--- src/rtl/uop_packer_pkg.sv ---
// Shared micro-op constants for the uop packer front-end slice.
package uop_packer_pkg;

  localparam int UOP_W      = 24;
  localparam int UOP_OPC_HI = 23;
  localparam int UOP_OPC_LO = 20;
  localparam int IDLE_W     = 8;

  typedef logic [UOP_W-1:0] uop_t;

  localparam uop_t UOP_NOP = 24'h000000;

endpackage

--- src/rtl/uop_packer.sv ---
// Packs a serial micro-op stream into WIDTH-lane groups for the renamer.
// Define UOP_PACKER_TIMEOUT_EN to auto-pad partial groups after TIMEOUT idle cycles.
module uop_packer
  import uop_packer_pkg::*;
#(
  parameter int WIDTH   = 4,
  parameter int TIMEOUT = 8
) (
  input  logic                         clk,
  input  logic                         rst,
  input  logic                         flush,
  input  logic [UOP_W-1:0]             uop_in,
  input  logic                         uop_in_valid,
  output logic                         uop_in_ready,
  input  logic                         pad_req,
  output logic [UOP_W*WIDTH-1:0]       group_out,
  output logic                         group_valid,
  input  logic                         group_ready,
  output logic [$clog2(WIDTH+1)-1:0]   group_count
);

  localparam int                CNT_W    = $clog2(WIDTH+1);
  localparam int                LANE_W   = (WIDTH > 1) ? $clog2(WIDTH) : 1;
  localparam logic [CNT_W-1:0]  CNT_FULL = CNT_W'(WIDTH);
  localparam logic [LANE_W-1:0] LANE_TOP = LANE_W'(WIDTH-1);

  logic [WIDTH-1:0][UOP_W-1:0] fill_q, fill_d;
  logic [WIDTH-1:0][UOP_W-1:0] group_out_q, group_out_d;
  logic [WIDTH-1:0][UOP_W-1:0] pad_grp;
  logic [CNT_W-1:0]            cnt_q, cnt_d, cnt_next;
  logic [CNT_W-1:0]            group_count_q, group_count_d;
  logic                        group_valid_q, group_valid_d;
  logic                        pad_pending_q, pad_pending_d;
  logic [LANE_W-1:0]           wr_lane;
  logic                        in_fire;
  logic                        close_req;
  logic                        complete;
  logic                        slot_free;
  logic                        transfer;
  logic                        timeout_hit;

  // Fill-buffer stage: accept, count and decide completion
  assign uop_in_ready = ~rst & ~flush & (cnt_q != CNT_FULL) & ~pad_pending_q;
  assign in_fire      = uop_in_valid & uop_in_ready;
  assign cnt_next     = cnt_q + CNT_W'(in_fire);
  assign wr_lane      = LANE_TOP - LANE_W'(cnt_q);
  assign close_req    = pad_req | timeout_hit;
  assign complete     = (cnt_next == CNT_FULL) |
                        ((close_req | pad_pending_q) & (cnt_next != '0));
  assign slot_free    = ~group_valid_q | group_ready;
  assign transfer     = complete & slot_free & ~flush;

  always_comb begin
    fill_d = fill_q;
    if (in_fire) begin
      fill_d[wr_lane] = uop_in;
    end
    // Lanes below the youngest real micro-op may hold stale data from an older group
    for (int i = 0; i < WIDTH; i++) begin
      pad_grp[i] = (i >= WIDTH - int'(cnt_next)) ? fill_d[i] : UOP_NOP;
    end
  end

  always_comb begin
    cnt_d         = cnt_next;
    pad_pending_d = pad_pending_q;
    group_valid_d = group_valid_q & ~group_ready;
    group_out_d   = group_out_q;
    group_count_d = group_count_q;
    if (transfer) begin
      cnt_d         = '0;
      pad_pending_d = 1'b0;
      group_valid_d = 1'b1;
      group_out_d   = pad_grp;
      group_count_d = cnt_next;
    end else if (close_req & (cnt_next != '0)) begin
      pad_pending_d = 1'b1;
    end
    if (flush) begin
      cnt_d         = '0;
      pad_pending_d = 1'b0;
      group_valid_d = 1'b0;
    end
  end

`ifdef UOP_PACKER_TIMEOUT_EN
  localparam logic [IDLE_W-1:0] IDLE_LAST = IDLE_W'(TIMEOUT - 1);

  logic [IDLE_W-1:0] idle_q, idle_d;
  logic              idle_inc;

  // Fires on the idle cycle that brings the count up to TIMEOUT
  assign idle_inc    = (cnt_q != '0) & ~in_fire & ~pad_pending_q;
  assign timeout_hit = idle_inc & (idle_q == IDLE_LAST);

  always_comb begin
    idle_d = idle_q;
    if (idle_inc) begin
      idle_d = idle_q + IDLE_W'(1);
    end
    if (in_fire | transfer | flush) begin
      idle_d = '0;
    end
  end

  always_ff @(posedge clk) begin
    if (rst) begin
      idle_q <= '0;
    end else begin
      idle_q <= idle_d;
    end
  end
`else
  logic timeout_unused;

  assign timeout_hit    = 1'b0;
  assign timeout_unused = (TIMEOUT != 0);
`endif

  // Output-register stage
  always_ff @(posedge clk) begin
    if (rst) begin
      cnt_q         <= '0;
      pad_pending_q <= 1'b0;
      group_valid_q <= 1'b0;
      group_out_q   <= '0;
      group_count_q <= '0;
    end else begin
      cnt_q         <= cnt_d;
      pad_pending_q <= pad_pending_d;
      group_valid_q <= group_valid_d;
      group_out_q   <= group_out_d;
      group_count_q <= group_count_d;
    end
  end

  always_ff @(posedge clk) begin
    fill_q <= fill_d;
  end

  assign group_out   = group_out_q;
  assign group_valid = group_valid_q;
  assign group_count = group_count_q;

endmodule

--- config.mk ---
export PLATFORM = sky130hd
export DESIGN_NAME = uop_packer
export DESIGN_NICKNAME = d
export VERILOG_FILES = /design/src/rtl/uop_packer_pkg.sv /design/src/rtl/uop_packer.sv
export SDC_FILE = /design/constraint.sdc
export NUM_CORES = 1
export LEC_CHECK = 0
export CELL_PAD_IN_SITES_DETAIL_PLACEMENT = 1
export CELL_PAD_IN_SITES_GLOBAL_PLACEMENT = 2
export CORE_MARGIN = 5
export CORE_UTILIZATION = 33
export CTS_BUF_LIST = sky130_fd_sc_hd__clkbuf_4 sky130_fd_sc_hd__clkbuf_8 sky130_fd_sc_hd__clkbuf_16
export DETAILED_ROUTE_END_ITERATION = 10
export PLACE_DENSITY = 0.82
export SYNTH_ARGS = -nofsm -noshare
export SYNTH_HDL_FRONTEND = slang
export SYNTH_SLANG_ARGS = --single-unit
export TNS_END_PERCENT = 5
--- constraint.sdc ---
create_clock -name clk -period 4.74 [get_ports clk]
set_input_delay 1.185 -clock clk [delete_from_list [all_inputs] [get_ports clk]]
set_output_delay 1.185 -clock clk [all_outputs]
set_load 0.02 [all_outputs]
==> results.toml, run 1 <==
[power_and_ir_drop]
p_per_area_nw_per_um2 = 351
p_leak_nw = 4.17
pwr-share-clk_pct = 44.5
switchingPower_uw = 863
peakVddDrop_mv = 0.193
internal-power_mw = 2.81
seq_power_share_pct = 47.7
comb_power_share_pct = 7.7
switching_share_pct = 23.5

[synthesis]
synthDistinctLibCells = 28
netlist.area_leader.share_pct = 48.7
synth_fp_nets = 948
synth.cell_area_um2 = 8230
synth_cells = 911
postSynthAreaPerCell_um2 = 9.03
yosysSeqAreaShare_pct = 48.7
yosysWarnings = 0
yosysTopAreaCell = "dfxtp_1"
ys_ff_latch = 200
synthTopCellsByArea = "dfxtp_1 (49%), a21boi_0 (8.8%), o211ai_1 (8.8%)"

[floorplanning]
die_y_um = 168
io_pins = 131
num_rows = 57
coreArea_um2 = 24500
initial_core_util_pct = 33.6
die_w_um = 168
die-area_um2 = 28200

[clocking]
cts-resized-gates = 0
clk_path_buf_depth = 2
post-cts-setup-buffers = 0
root_buffer = "clkbuf_16"
clock-sinks = 200
htreeDepth = 4
clk_pin_slew_ns = 0.07
cts_hold_buffers = 0
cts-buffers-inserted = 17
cts_tree = "yes"
insertion_delay_ns = 0.43

[setup_path]
crit_required_ns = 5.08
reg2reg_from = "pad_pending_q"
crit_slowest_cell = "o22ai_2"
crit_top_cell = "ha_1"
r2r_end = "group_out[27]"
crit_chain = "clkdlybuf4s50_1 > or2_2 > a211oi_1 > and2_1 > ha_1 > ha_1 > inv_1 > ha_1 > ha_1 > inv_1 > o22ai_2 > o211ai_1 > a21oi_1"
cp_num_buf_inv = 3
critPathLaunchType = "input pin"
path_class = "in -> reg"
cp_slowest_stage_delay_ns = 0.90
rrSetupSlack_ns = 1.37
rr_worst_depth = 11
critPathLaunch = "flush"
cp_data_arrival_time_ns = 4.63
path_delay_family = "compound AO/OA/AOI/OAI gates"
critPathMaxFanout = 24
worstSetupEndpointType = "register"

[place]
gp_congestion = 0.758
io_buffers = 130
hpwl_mm = 15.9

[grt]
grt_pass1_vias = 7158
grt_pass1_wl_mm = 41.0
antenna_found_initial = 1
grt_overflow = 0
grtUsageTotal_pct = 18.2
grt_max_degree = 99

[routing]
vias = 6873
dr_wl_met2_mm = 12.3
met3_length_um = 864
wire_per_inst_um = 19.5
ant_nets = 0
drt-total-wl_mm = 25.9
dr.first_iter.drc_count = 338
drcViolationCount = 0
highest_layer = "met4"
first_pass_iters = 4
m1WireLength_mm = 12.4
via_per_inst = 5.16

[hold_path]
min_path_type = "reg -> reg"
whs_path_depth = 2
whs_endpoint = "group_out[79]"
hold_start = "group_out[79]"

[cells_and_area]
n_fill_cell = 2771
nets = 1034
drive_gt1_share_pct = 16.1
register_area_um2 = 4000
multi_input_area_um2 = 3890
synthToLayoutAreaGrowth_pct = 27.2
antennaDiodeCount = 0
final_common_cell = "dfxtp_1"
most-common-layout-cells = "dfxtp_1 (200), clkdlybuf4s50_1 (129), nand2_1 (101)"

[sta]
tightestPinTransition_ns = 1.23
whs_ns = 0.452
setup_tns_ns = 0
setup_viol = 0
fmax_mhz = 233
maxSlewHeadroom_pct = 18.0
period_minus_slack_ns = 4.29
rsz0062_at_grt = "no"
drv_slew = 0
finalClockSkew_ns = 0.0112
timing.final.crit_share_pct = 90.4
finalHoldViolCount = 0

[run]
max_cap_viol_count = 0

[run_status]
outcome = "finished, final reports clean"
[power groups by stage]
| stage | Combinational (mW) | Sequential (mW) | Clock [mW] |
|---|---|---|---|
| 4_1_cts | 0.286 | 1.76 | 1.68 |
| 3_3_place_gp | 0.279 | 1.79 | 0 |
| 2_1_floorplan | 0.173 | 1.79 | 0 |
| 6_report | 0.283 | 1.75 | 1.64 |
| 5_1_grt | 0.310 | 1.76 | 1.74 |
| 3_5_place_dp | 0.283 | 1.79 | 0 |
[cell usage after synthesis]
master	count
a21oi_1	100
dfxtp_1	200
o21ai_1	2
nor3b_2	1
or4_1	1
a2111oi_4	1
xnor2_2	1
nand2_1	101
clkbuf_1	66
buf_2	6
o211ai_1	96
and2_1	1
a21boi_0	96
nor2_1	6
a211oi_1	1
and3b_1	1
nor3_1	6
a2111o_1	1
buf_4	11
and3_1	96
and4bb_2	1
o22ai_1	2
ha_1	7
nor4_1	2
inv_1	4
nor2b_1	3
or2_2	97
nor4b_2	1
[tightest hold or removal path, cell delays in order (launching register included)]
cell	delay, ns
dfxtp_1	0.31
nand2_1	0.05
a21oi_1	0.05
[registers in the layout, indices dropped and copies added, names as in the netlist]
signal and cells:
group_count 3, fill_q 96, group_valid 1, pad_pending_q 1, cnt_q 3, group_out 96
[per-layer routing]
| metal | GRT usage (%) | vias to the layer above |
|---|---|---|
| met1 | 24.2 | 3363 |
| li1 | - | 3374 |
| met4 | 4.30 | 0 |
| met5 | 0 | - |
| met2 | 30.9 | 121 |
| met3 | 3.21 | 15 |
[per-stage QoR]
| stage | util (%) | instances | setup slack (ns) | total power, mW | instance area (µm²) |
|---|---|---|---|---|---|
| after floorplan | - | 911 | 0.164 | 1.96 | 8230 |
| after global placement | 40.1 | 1302 | 0.0421 | 2.07 | 9810 |
| after detailed placement | 40.1 | 1302 | -0.00963 | 2.08 | 9810 |
| after CTS | 42.8 | 1333 | 0.411 | 3.72 | 10500 |
| after global routing | 42.8 | 1333 | 0.0203 | 3.81 | 10500 |
| final | 42.8 | 1333 | 0.453 | 3.67 | 10500 |
[worst max path at each step]
stage / end / slack, ns / cells past startpoint
6_report: group_out[27] / 0.45 / 13
5_1_grt: group_out[27] / 0.02 / 13
4_1_cts: group_out[27] / 0.41 / 13
3_5_place_dp: group_out[32] / -0.01 / 13
3_3_place_gp: group_out[45] / 0.04 / 13
2_1_floorplan: group_out[25] / 0.16 / 16
[final cells by class]
class | count | share of cell area (%)
clock buffer | 18 | 4.20
clock inverter | 13 | 2.07
inverter | 4 | 0.144
multi-input combinational | 624 | 37.2
sequential | 200 | 38.3
tap | 324 | 3.88
timing repair buffer | 150 | 14.2
[logic make-up (layout without fill, tap and decap cells)]
kind of cell / count (synthesis) / count (layout) / synth area share, %
and+or+nand+nor: 317 / 317 / 21.1
AOI/OAI and AO/OA: 299 / 299 / 24.4
DFF: 200 / 200 / 48.7
buffers and inverters: 87 / 185 / 4.56
adders and majority gates: 7 / 7 / 1.06
xor gates and xnor gates: 1 / 1 / 0.198
(Power assumes the default switching activity.)
==> run 2, diff against run 1 <==
--- a/config.mk
+++ b/config.mk
@@ -11,6 +11,7 @@
 export CORE_UTILIZATION = 33
 export CTS_BUF_LIST = sky130_fd_sc_hd__clkbuf_4 sky130_fd_sc_hd__clkbuf_8 sky130_fd_sc_hd__clkbuf_16
 export DETAILED_ROUTE_END_ITERATION = 10
+export GPL_TIMING_DRIVEN = 1
 export PLACE_DENSITY = 0.82
 export SYNTH_ARGS = -nofsm -noshare
 export SYNTH_HDL_FRONTEND = slang
==> results of run 2 <==
Same layout as run 1: the final DEF is identical, and so are final timing and power.
==> run 3, diff against run 2 <==
--- a/config.mk
+++ b/config.mk
@@ -5,6 +5,7 @@
 export SDC_FILE = /design/constraint.sdc
 export NUM_CORES = 1
 export LEC_CHECK = 0
+export ABC_CLOCK_PERIOD_IN_PS = 4740
 export CELL_PAD_IN_SITES_DETAIL_PLACEMENT = 1
 export CELL_PAD_IN_SITES_GLOBAL_PLACEMENT = 2
 export CORE_MARGIN = 5
==> results of run 3 <==
Same layout as run 1: the final DEF is identical, and so are final timing and power.
